==> src/rtl/conv_stream_engine.sv <==
// Streaming KxK valid-mode convolution engine.
// Raster-order unsigned pixels in, signed saturated results out, both over valid/ready.
// Optional ReLU ahead of the shift is enabled by defining CONV_STREAM_RELU_EN.
module conv_stream_engine #(
    parameter int unsigned DATA_WIDTH    = 8,
    parameter int unsigned ACC_WIDTH     = 24,
    parameter int unsigned KERNEL        = 3,
    parameter int unsigned MAX_IMG_WIDTH = 64,
    localparam int unsigned IDX_W = (KERNEL * KERNEL > 1) ? $clog2(KERNEL * KERNEL) : 1,
    localparam int unsigned W_W   = $clog2(MAX_IMG_WIDTH + 1),
    localparam int unsigned SH_W  = $clog2(ACC_WIDTH)
) (
    input  logic                  clk_i,
    input  logic                  rst_ni,
    input  logic                  wgt_we_i,
    input  logic [IDX_W-1:0]      wgt_idx_i,
    input  logic [DATA_WIDTH-1:0] wgt_data_i,
    input  logic [W_W-1:0]        img_width_i,
    input  logic [15:0]           img_height_i,
    input  logic [SH_W-1:0]       shift_i,
    input  logic                  start_i,
    output logic                  busy_o,
    output logic                  done_o,
    output logic                  err_o,
    input  logic                  pix_valid_i,
    output logic                  pix_ready_o,
    input  logic [DATA_WIDTH-1:0] pix_data_i,
    output logic                  out_valid_o,
    input  logic                  out_ready_i,
    output logic [DATA_WIDTH-1:0] out_data_o,
    output logic                  out_last_o
);

    localparam int unsigned NUM_WGT   = KERNEL * KERNEL;
    localparam int unsigned COL_IDX_W = (MAX_IMG_WIDTH > 1) ? $clog2(MAX_IMG_WIDTH) : 1;
    localparam int unsigned LB_ROWS   = (KERNEL > 1) ? KERNEL - 1 : 1;
    localparam int unsigned PROD_W    = 2 * DATA_WIDTH + 1;

    localparam logic [W_W-1:0]   K_W       = W_W'(KERNEL);
    localparam logic [W_W-1:0]   KM1_W     = W_W'(KERNEL - 1);
    localparam logic [W_W-1:0]   MAX_W     = W_W'(MAX_IMG_WIDTH);
    localparam logic [15:0]      K_H       = 16'(KERNEL);
    localparam logic [15:0]      KM1_H     = 16'(KERNEL - 1);
    localparam logic [IDX_W:0]   NUM_WGT_L = (IDX_W + 1)'(NUM_WGT);
    localparam logic signed [ACC_WIDTH-1:0] SAT_MAX = ACC_WIDTH'((1 << (DATA_WIDTH - 1)) - 1);
    localparam logic signed [ACC_WIDTH-1:0] SAT_MIN = ~SAT_MAX;

    typedef enum logic [1:0] {StIdle, StRun, StFlush} state_t;

    state_t                        state;
    logic [W_W-1:0]                w_reg;
    logic [15:0]                   h_reg;
    logic [SH_W-1:0]               shift_amt;
    logic [W_W-1:0]                col;
    logic [15:0]                   row;
    logic signed [DATA_WIDTH-1:0]  wgt     [NUM_WGT];
    logic [DATA_WIDTH-1:0]         lb      [LB_ROWS][MAX_IMG_WIDTH];
    logic [DATA_WIDTH-1:0]         win     [KERNEL][KERNEL];
    logic [DATA_WIDTH-1:0]         win_nxt [KERNEL][KERNEL];
    logic [DATA_WIDTH-1:0]         col_vec [KERNEL];

    logic                          accept;
    logic                          col_last;
    logic                          row_last;
    logic                          win_full;
    logic                          dims_ok;
    logic [COL_IDX_W-1:0]          col_idx;
    logic signed [PROD_W-1:0]      prod;
    logic signed [ACC_WIDTH-1:0]   acc;
    logic signed [ACC_WIDTH-1:0]   shifted;
    logic [DATA_WIDTH-1:0]         sat_res;

    assign pix_ready_o = (state == StRun) && (!out_valid_o || out_ready_i);
    assign accept      = pix_valid_i && pix_ready_o;
    assign col_idx     = col[COL_IDX_W-1:0];
    assign col_last    = (col == w_reg - W_W'(1));
    assign row_last    = (row == h_reg - 16'd1);
    assign win_full    = (row >= KM1_H) && (col >= KM1_W);
    assign dims_ok     = (img_width_i >= K_W) && (img_width_i <= MAX_W) && (img_height_i >= K_H);

    // Window as it will look after the current pixel is shifted in; results use this view.
    always_comb begin
        for (int i = 0; i < KERNEL; i++) begin
            col_vec[i] = pix_data_i;
        end
        for (int i = 0; i < KERNEL - 1; i++) begin
            col_vec[i] = lb[i][col_idx];
        end
        for (int i = 0; i < KERNEL; i++) begin
            for (int j = 0; j < KERNEL - 1; j++) begin
                win_nxt[i][j] = win[i][j + 1];
            end
            win_nxt[i][KERNEL-1] = col_vec[i];
        end
    end

    // Multiply-accumulate, optional ReLU, arithmetic shift and saturation.
    always_comb begin
        acc  = '0;
        prod = '0;
        for (int i = 0; i < KERNEL; i++) begin
            for (int j = 0; j < KERNEL; j++) begin
                prod = $signed({1'b0, win_nxt[i][j]}) * wgt[i * KERNEL + j];
                acc  = acc + ACC_WIDTH'(prod);
            end
        end
`ifdef CONV_STREAM_RELU_EN
        if (acc[ACC_WIDTH-1]) begin
            acc = '0;
        end
`endif
        shifted = acc >>> shift_amt;
        if (shifted > SAT_MAX) begin
            sat_res = SAT_MAX[DATA_WIDTH-1:0];
        end else if (shifted < SAT_MIN) begin
            sat_res = SAT_MIN[DATA_WIDTH-1:0];
        end else begin
            sat_res = shifted[DATA_WIDTH-1:0];
        end
    end

    // Line buffers (row 0 = oldest) and the KxK shift window advance on each accepted pixel.
    always_ff @(posedge clk_i) begin
        if (!rst_ni) begin
            for (int i = 0; i < LB_ROWS; i++) begin
                for (int c = 0; c < MAX_IMG_WIDTH; c++) begin
                    lb[i][c] <= '0;
                end
            end
            for (int i = 0; i < KERNEL; i++) begin
                for (int j = 0; j < KERNEL; j++) begin
                    win[i][j] <= '0;
                end
            end
        end else if (accept) begin
            for (int i = 0; i < LB_ROWS - 1; i++) begin
                lb[i][col_idx] <= lb[i + 1][col_idx];
            end
            lb[LB_ROWS-1][col_idx] <= pix_data_i;
            win <= win_nxt;
        end
    end

    // Frame FSM, counters, weight store and registered status/output stage.
    always_ff @(posedge clk_i) begin
        if (!rst_ni) begin
            state       <= StIdle;
            busy_o      <= 1'b0;
            done_o      <= 1'b0;
            err_o       <= 1'b0;
            out_valid_o <= 1'b0;
            out_data_o  <= '0;
            out_last_o  <= 1'b0;
            w_reg       <= '0;
            h_reg       <= '0;
            shift_amt   <= '0;
            col         <= '0;
            row         <= '0;
            for (int i = 0; i < NUM_WGT; i++) begin
                wgt[i] <= '0;
            end
        end else begin
            done_o <= 1'b0;
            err_o  <= 1'b0;
            case (state)
                StIdle: begin
                    if (wgt_we_i && ({1'b0, wgt_idx_i} < NUM_WGT_L)) begin
                        wgt[wgt_idx_i] <= wgt_data_i;
                    end
                    if (start_i) begin
                        if (dims_ok) begin
                            state     <= StRun;
                            busy_o    <= 1'b1;
                            w_reg     <= img_width_i;
                            h_reg     <= img_height_i;
                            shift_amt <= shift_i;
                            col       <= '0;
                            row       <= '0;
                        end else begin
                            err_o <= 1'b1;
                        end
                    end
                end
                StRun: begin
                    if (out_valid_o && out_ready_i) begin
                        out_valid_o <= 1'b0;
                    end
                    if (accept) begin
                        if (win_full) begin
                            out_valid_o <= 1'b1;
                            out_data_o  <= sat_res;
                            out_last_o  <= row_last && col_last;
                        end
                        if (col_last) begin
                            col <= '0;
                            row <= row + 16'd1;
                            if (row_last) begin
                                state <= StFlush;
                            end
                        end else begin
                            col <= col + W_W'(1);
                        end
                    end
                end
                StFlush: begin
                    // The final pixel always completes a window, so the held result is the last.
                    if (out_valid_o && out_ready_i) begin
                        out_valid_o <= 1'b0;
                        out_last_o  <= 1'b0;
                        done_o      <= 1'b1;
                        busy_o      <= 1'b0;
                        state       <= StIdle;
                    end
                end
                default: state <= StIdle;
            endcase
        end
    end

endmodule

==> config.mk <==
export PLATFORM = sky130hd
export DESIGN_NAME = conv_stream_engine
export DESIGN_NICKNAME = d
export VERILOG_FILES = /design/src/rtl/conv_stream_engine.sv
export SDC_FILE = /design/constraint.sdc
export NUM_CORES = 2
export LEC_CHECK = 0
export ABC_AREA = 0
export CORE_AREA = 2 2 469 331
export DETAILED_ROUTE_END_ITERATION = 6
export DIE_AREA = 0 0 471 333
export PLACE_DENSITY = 0.72
export SYNTH_ARGS = -nofsm -noshare
export SYNTH_HDL_FRONTEND = slang
export SYNTH_SLANG_ARGS = --single-unit
==> constraint.sdc <==
create_clock -name clk_i -period 24.3 [get_ports clk_i]
set_clock_uncertainty 0.15 [all_clocks]
set_input_delay 7.29 -clock clk_i [delete_from_list [all_inputs] [get_ports clk_i]]
set_output_delay 7.29 -clock clk_i [all_outputs]
set_load 0.01 [all_outputs]
# [Word level (Yosys, flattened, before mapping)]
# Memory sizes are Yosys's and may differ from the RTL's.
# Cells that the tools add are included.
[totals] reg_bits=114 mem_bits_rw=1096 in_bits=54 output_inout_bits=14 word_cells=2188 memories=2
[op_classes] add_sub_neg=12 mul=9 order_cmp=10 eq_ne=11 shifts=1 muxes=1075 bitwise=1025 reduce_logical=25
[memory_table] memory="lb" words=2 width=512 rd=2 rd_clocked_by_memory_dff=0 write_ports=2 line="57" rtl="logic [DATA_WIDTH-1:0] lb [LB_ROWS][MAX_IMG_WIDTH];"
[memory_table] memory="wgt" words=9 width=8 rd=9 rd_clocked_by_memory_dff=0 write_ports=9 line="56" rtl="logic signed [DATA_WIDTH-1:0] wgt [NUM_WGT];"
[ops] op="2-to-1 mux 1 bit" n=1042
[ops] op="bitwise OR 1 bit" n=1024
[ops] op="2-to-1 mux 512 bit" n=1
[ops] op="multiplier 9 x 8 -> 17 bit" n=9
[ops] op="binary-select mux 8 bit (select 6 bit)" n=2
[ops] op="2-to-1 mux 16 bit" n=4
[ops] op="2-to-1 mux 8 bit" n=8
[ops] op="demux 8 bit (select 6 bit)" n=1
[ops] op="greater-or-equal comparator 16 x 2 -> 1 bit, second input constant" n=2
[ops] op="case mux 16 bit (2 select lines)" n=1
[ops] op="2-to-1 mux 7 bit" n=4
[ops] op="adder 23 x 17 -> 24 bit" n=1
[ops] op="adder 24 x 17 -> 24 bit" n=1
[ops] op="> comparator 24 x 8 -> 1 bit, second input constant" n=1
[ops] op="< comparator 24 x 8 -> 1 bit, second input constant" n=1
[ops] op=">>> shifter 24 x 5 -> 24 bit" n=1
[ops] op="adder 22 x 17 -> 23 bit" n=1
[ops] op="adder 21 x 17 -> 22 bit" n=1
[ops] op="adder 20 x 17 -> 21 bit" n=1
[ops] op="adder 19 x 17 -> 20 bit" n=1
[ops] op="adder 18 x 17 -> 19 bit" n=1
[ops] op="adder 17 x 17 -> 18 bit" n=1
[ops] op="adder 16 x 1 -> 16 bit, second input constant" n=1
[ops] op="equality test 16 bit" n=1
[ops] op="other kinds (29)" n=57

# [Logic depth before layout (Yosys ltp)]
[logic_depth] word_depth=16 mapped_depth=45

# [Least setup slack after synthesis]
# Ideal clock, no wire load.
[synth_path] path_type="input port to flip-flop" startpoint="input port pix_data_i[1]" endpoint="register out_data_o[2]" setup_ps=141 arrival_ps=15857 required_ps=24009 setup_slack_ps=8152 path_stages=30 path_cell_list="clkbuf_1 > clkbuf_1 > and2_1 > fa_1 > fa_1 > inv_1 > fa_1 > fa_1 > fa_1 > fa_1 > inv_1 > fa_1 > inv_1 > fa_1 > fa_1 > inv_1 > fa_1 > ha_1 > a21o_1 > a21oi_4 > a211oi_4 > or4_4 > and4_4 > a311oi_2 > a2111oi_1 > a2111oi_4 > o2111ai_1 > o41ai_2 > and2_4 > o22ai_1"
[synth_via] elab_chain_len=6 elab_cells_between_ends=7 classes_between="1 x add/sub; 1 x mul; 2 x order compare; 1 x shift; 2 x mux"
[synth_rtl] element="from (decl)" line="27" rtl="input logic [DATA_WIDTH-1:0] pix_data_i,"
[synth_rtl] element="multiplier 9 x 8 -> 17 bit (*)" line="103" rtl="prod = $signed({1'b0, win_nxt[i][j]}) * wgt[i * KERNEL + j];"
[synth_rtl] element="adder 24 x 17 -> 24 bit (*)" line="104" rtl="acc = acc + ACC_WIDTH'(prod);"
[synth_rtl] element=">>> shifter 24 x 5 -> 24 bit (*)" line="112" rtl="shifted = acc >>> shift_amt;"
[synth_rtl] element="< comparator 24 x 8 -> 1 bit" line="115" rtl="end else if (shifted < SAT_MIN) begin"
[synth_rtl] element="2-to-1 mux 8 bit" line="115"
[synth_rtl] element="2-to-1 mux 8 bit (*)" line="113" rtl="if (shifted > SAT_MAX) begin"
[synth_rtl] element="to (signal assigned)" line="191" rtl="out_data_o <= sat_res;"
[synth_rtl] element="to (decl)" line="30" rtl="output logic [DATA_WIDTH-1:0] out_data_o,"
# Mark *: on every way between the ends. The rest lies on a longest branch, timed or not.
# A chain may end at the register's enable or synchronous reset.

# [Final worst setup path]
[layout_path] startpoint="input port pix_data_i[1]" endpoint="register out_data_o[6]"
# Same word-level chain as after synthesis.

==> results by stage <==
Outcome:
- The run finished with clean final reports.

Floorplanning:
- The horizontal die dimension is 471 um.
- Pin placement for this block handled 68 I/O pins.
- The initial utilization of the core area, before any placement, comes to 0.4985.
- The die height is 333 um.
- The core region area is 152200 um2.
- The die covers 156800 um2.
- The placement row count is 120.

Global routing:
- The maximum number of pins on one net before global-route repair is 87.
- The initial antenna violation count is 19.
- The total congestion overflow is 0.
- The number of global-route vias before repair is 52880.
- The global-route usage over all layers is 0.3136.
- The global-route wire length before repair is 362600 um.

Min path:
- The number of cells traversed by the worst hold path is 2.
- The endpoint of the worst hold-timing path is state[0].
- The critical hold path startpoint is state[0].
- The type of the worst min-delay path is register to register.

Setup path:
- At the worst endpoint, the arrival time is 17.18 ns.
- The category of cells accounting for the largest share of critical-path delay is adder cells.
- In this run the critical register-to-register path is launched from col[2].
- The top fanout value on the critical path is 73.
- The number of buffers and inverters on the critical path is 6.
- The most common cell type on the critical path is sky130_fd_sc_hd__fa_1.
- The reg-to-reg critical path endpoint is out_data_o[6].
- STA classifies the critical path startpoint as an input port.
- The worst-case reg-to-reg path depth is 36.
- The required time of the worst setup path is 24.75 ns.
- The critical path start-end classification is input port to register.
- The worst setup path is captured at a register.
- For this design, the slowest cell found on the critical path is sky130_fd_sc_hd__buf_4.
- The stage delay of the slowest cell on the critical path is 0.69 ns.
- The minimum setup slack among reg-to-reg paths is 9.40 ns.

CTS:
- Post-CTS timing repair inserted 0 buffers for setup.
- TritonCTS built the clock tree.
- The buffer depth of the longest clock path is 3.
- The insertion delay to the later sink of the worst-skew pair is 0.80 ns.
- The post-cts sizing count is 0.
- The number of levels the H-tree was split into is 3.
- The number of hold buffers added after CTS is 0.
- The library cell used as clock root buffer is sky130_fd_sc_hd__clkbuf_16.
- The clock sink total is 1210.
- The clock transition at the register clock pins on the worst setup and hold paths after CTS is 0.06 ns.
- In this run, CTS created clock tree buffers numbering 115.

STA:
- In the finished design, the share of the clock period the worst path needs comes to 0.6885.
- The number of pins with negative max-slew slack in the final report came to 0.
- The routed design could run at a clock period as short as 16.73 ns.
- Setup violations remaining at the end of the flow were counted as 0.
- The peak clock frequency supported by timing is 59.77 MHz.
- The actual transition at the worst max-transition pin is 1.309 ns.
- In this run the tightest slew margin relative to its limit is 0.1234.
- The setup TNS is 0 ns.
- Setup repair after global routing left no endpoint under its margin.
- The number of hold violations in the final report came to 0.

Logic synthesis:
- Of the post-synthesis cell area, the dominant cell type holds 0.4337.
- The post-synthesis async set-or-reset flop share is 0.
- Synthesis produced a netlist whose cell count is 6629.
- The average cell area after synthesis is 11.45 um2.
- The synthesized design contains 1210 register bits.
- The netlist area before placement is 75890 um2.
- In the synthesized netlist the dominant register cell turns out to be sky130_fd_sc_hd__edfxtp_1.
- The share of synthesized area occupied by flip-flops and latches is 0.4637.
- Synthesis produced a netlist with a net count of 7570.
- The number of synthesized flops with an enable pin is 1096.
- In the post-synthesis netlist, the biggest area contributors are sky130_fd_sc_hd__edfxtp_1 (43%), sky130_fd_sc_hd__fa_1 (15%), sky130_fd_sc_hd__ha_1 (5.1%), sky130_fd_sc_hd__and3_1 (4.5%), sky130_fd_sc_hd__a22oi_1 (3.9%).
- The count of synthesis-stage warnings from yosys is 0.
- The synthesized netlist contains 108 unique library cells.
- The biggest area consumer among synthesized cells is sky130_fd_sc_hd__edfxtp_1.

Route:
- In the routed design, unresolved DRC markers number 0.
- The average wire length per cell after detail routing is 28.87 um.
- The total wire length is 246900 um.
- Once detail routing completed, the nets flagged for antenna violations numbered 0.
- The first TritonRoute pass finished after 6 iterations.
- In the routed layout, each cell is associated on average with a via count of 6.347.
- In this run, the number of DRC markers left after iteration 0 of detailed routing was 8227.
- Summing over every cut layer, the via total after detailed routing is 54270.

Layout:
- The register bank with the most flops is lb.
- For this run, the post-layout net count is 7385.
- From synthesis to final layout, the design area changed by 7.571%.
- The number of flip-flops in the largest register is 1024.
- The fraction of layout instances using a drive strength above 1 is 0.05920.
- The finished cells cover 81640 um2.
- The largest registers in the layout are lb: 1024 flops, wgt: 72 flops, win: 48 flops.

Placement:
- The congestion estimate from routability-driven global placement came to 0.9771.
- After detailed placement, the total cell area comes to 77980 um2.
- The count of input and output buffers is 67.
- The HPWL after detailed placement is 167800 um.

Flow run:
- Across the run, the number of max-cap violations was 0.
worst register-to-register path, delay by kind of cell (launching register included):
kind / cells / cell delay (ns)
simple gates: 7 / 2.88
compound gates: 13 / 4.11
flops: 1 / 0.39
buf+inv: 5 / 1.45
fa+ha+maj: 11 / 5.77
cells by family (layout without fill, tap and decap cells):
kind of cell	Yosys count	in the layout	synth area share
XOR/XNOR	58	58	0.006694
adder cells (fa/ha/maj)	887	887	0.2034
AND/OR/NAND/NOR	2373	2373	0.1637
multiplexers	73	73	0.01162
other	0	1	0
flip-flops	1210	1210	0.4637
AO/OA/AOI/OAI	940	940	0.09328
buffers and inverters	1088	996	0.05752
synth_stat cells (all sizes together) (18+ instances only):
cell	count
nand4	63
nor4	27
nand2	363
o21ai	67
mux2i	53
nand3	33
and2	414
a211oi	18
xor2	21
edfxtp	1096
fa	578
nor2b	145
clkbuf	378
a21boi	36
and3	547
inv	615
a22oi	395
nor3	40
nor2	623
dfxtp	114
a22o	48
buf	90
xnor2	37
nand2b	61
a21oi	92
a41oi	36
a31oi	50
ha	309
o211ai	19
o211a	21
a221oi	48
final cells by class:
type / instances / area [um2]
timing repair buffer: 168 / 1428
clock buffer: 137 / 2982
inverter: 618 / 2320
fill: 12870 / 70610
multi-input combinational: 4331 / 36510
clock inverter: 73 / 674.4
sequential: 1210 / 35200
antenna: 1 / 2.502
tap: 2013 / 2519
per-stage QoR:
stage | worst slack, ns | std cells | hold slack (ns) | utilization
global route | 7.295 | 8551 | 0.3787 | 0.5362
detailed placement | 6.966 | 8340 | 0.3393 | 0.5122
global placement | 6.947 | 8340 | 0.3242 | 0.5122
floorplan | 8.152 | 6629 | 0.3096 | -
CTS | 7.753 | 8550 | 0.3467 | 0.5362
finish | 7.570 | 8551 | 0.3486 | 0.5362
metal layers:
layer	wire (um)	track usage	vias to the layer above
met2	97710	0.4196	3805
met1	103100	0.4845	27200
li1	-	-	22810
met4	5969	0.06527	16
met5	120	0	-
met3	40000	0.1111	446
placed cells by master (no fill, tap or decap), drive strengths merged, types with 50 or more instances in the layout:
| cell | netlist | final |
|---|---|---|
| edfxtp | 1096 | 1096 |
| nand2b | 61 | 61 |
| fa | 578 | 578 |
| clkinv | 3 | 58 |
| and2 | 414 | 414 |
| clkdlybuf4s50 | 0 | 58 |
| ha | 309 | 309 |
| o21ai | 67 | 67 |
| clkbuf | 378 | 137 |
| nor2 | 623 | 623 |
| dfxtp | 114 | 114 |
| nor2b | 145 | 145 |
| a21oi | 92 | 92 |
| a31oi | 50 | 50 |
| nand2 | 363 | 363 |
| a22oi | 395 | 395 |
| and3 | 547 | 547 |
| mux2i | 53 | 53 |
| inv | 615 | 621 |
| buf | 90 | 110 |
| nand4 | 63 | 63 |
worst max path at each step:
stage / start / endpoint / slack (ns) / depth (start not counted)
after CTS: pix_data_i[7] / out_data_o[6] / 7.75 / 30
after global placement: pix_data_i[6] / out_data_o[2] / 6.95 / 30
after floorplan: pix_data_i[1] / out_data_o[2] / 8.15 / 30
final: pix_data_i[1] / out_data_o[6] / 7.57 / 30
after detailed placement: pix_data_i[7] / out_data_o[2] / 6.97 / 30
after global routing: pix_data_i[1] / out_data_o[1] / 7.30 / 28
Power is left out: the tool's default activity adds up to more than one toggle a clock period on the data nets, which glitch-free logic cannot reach.
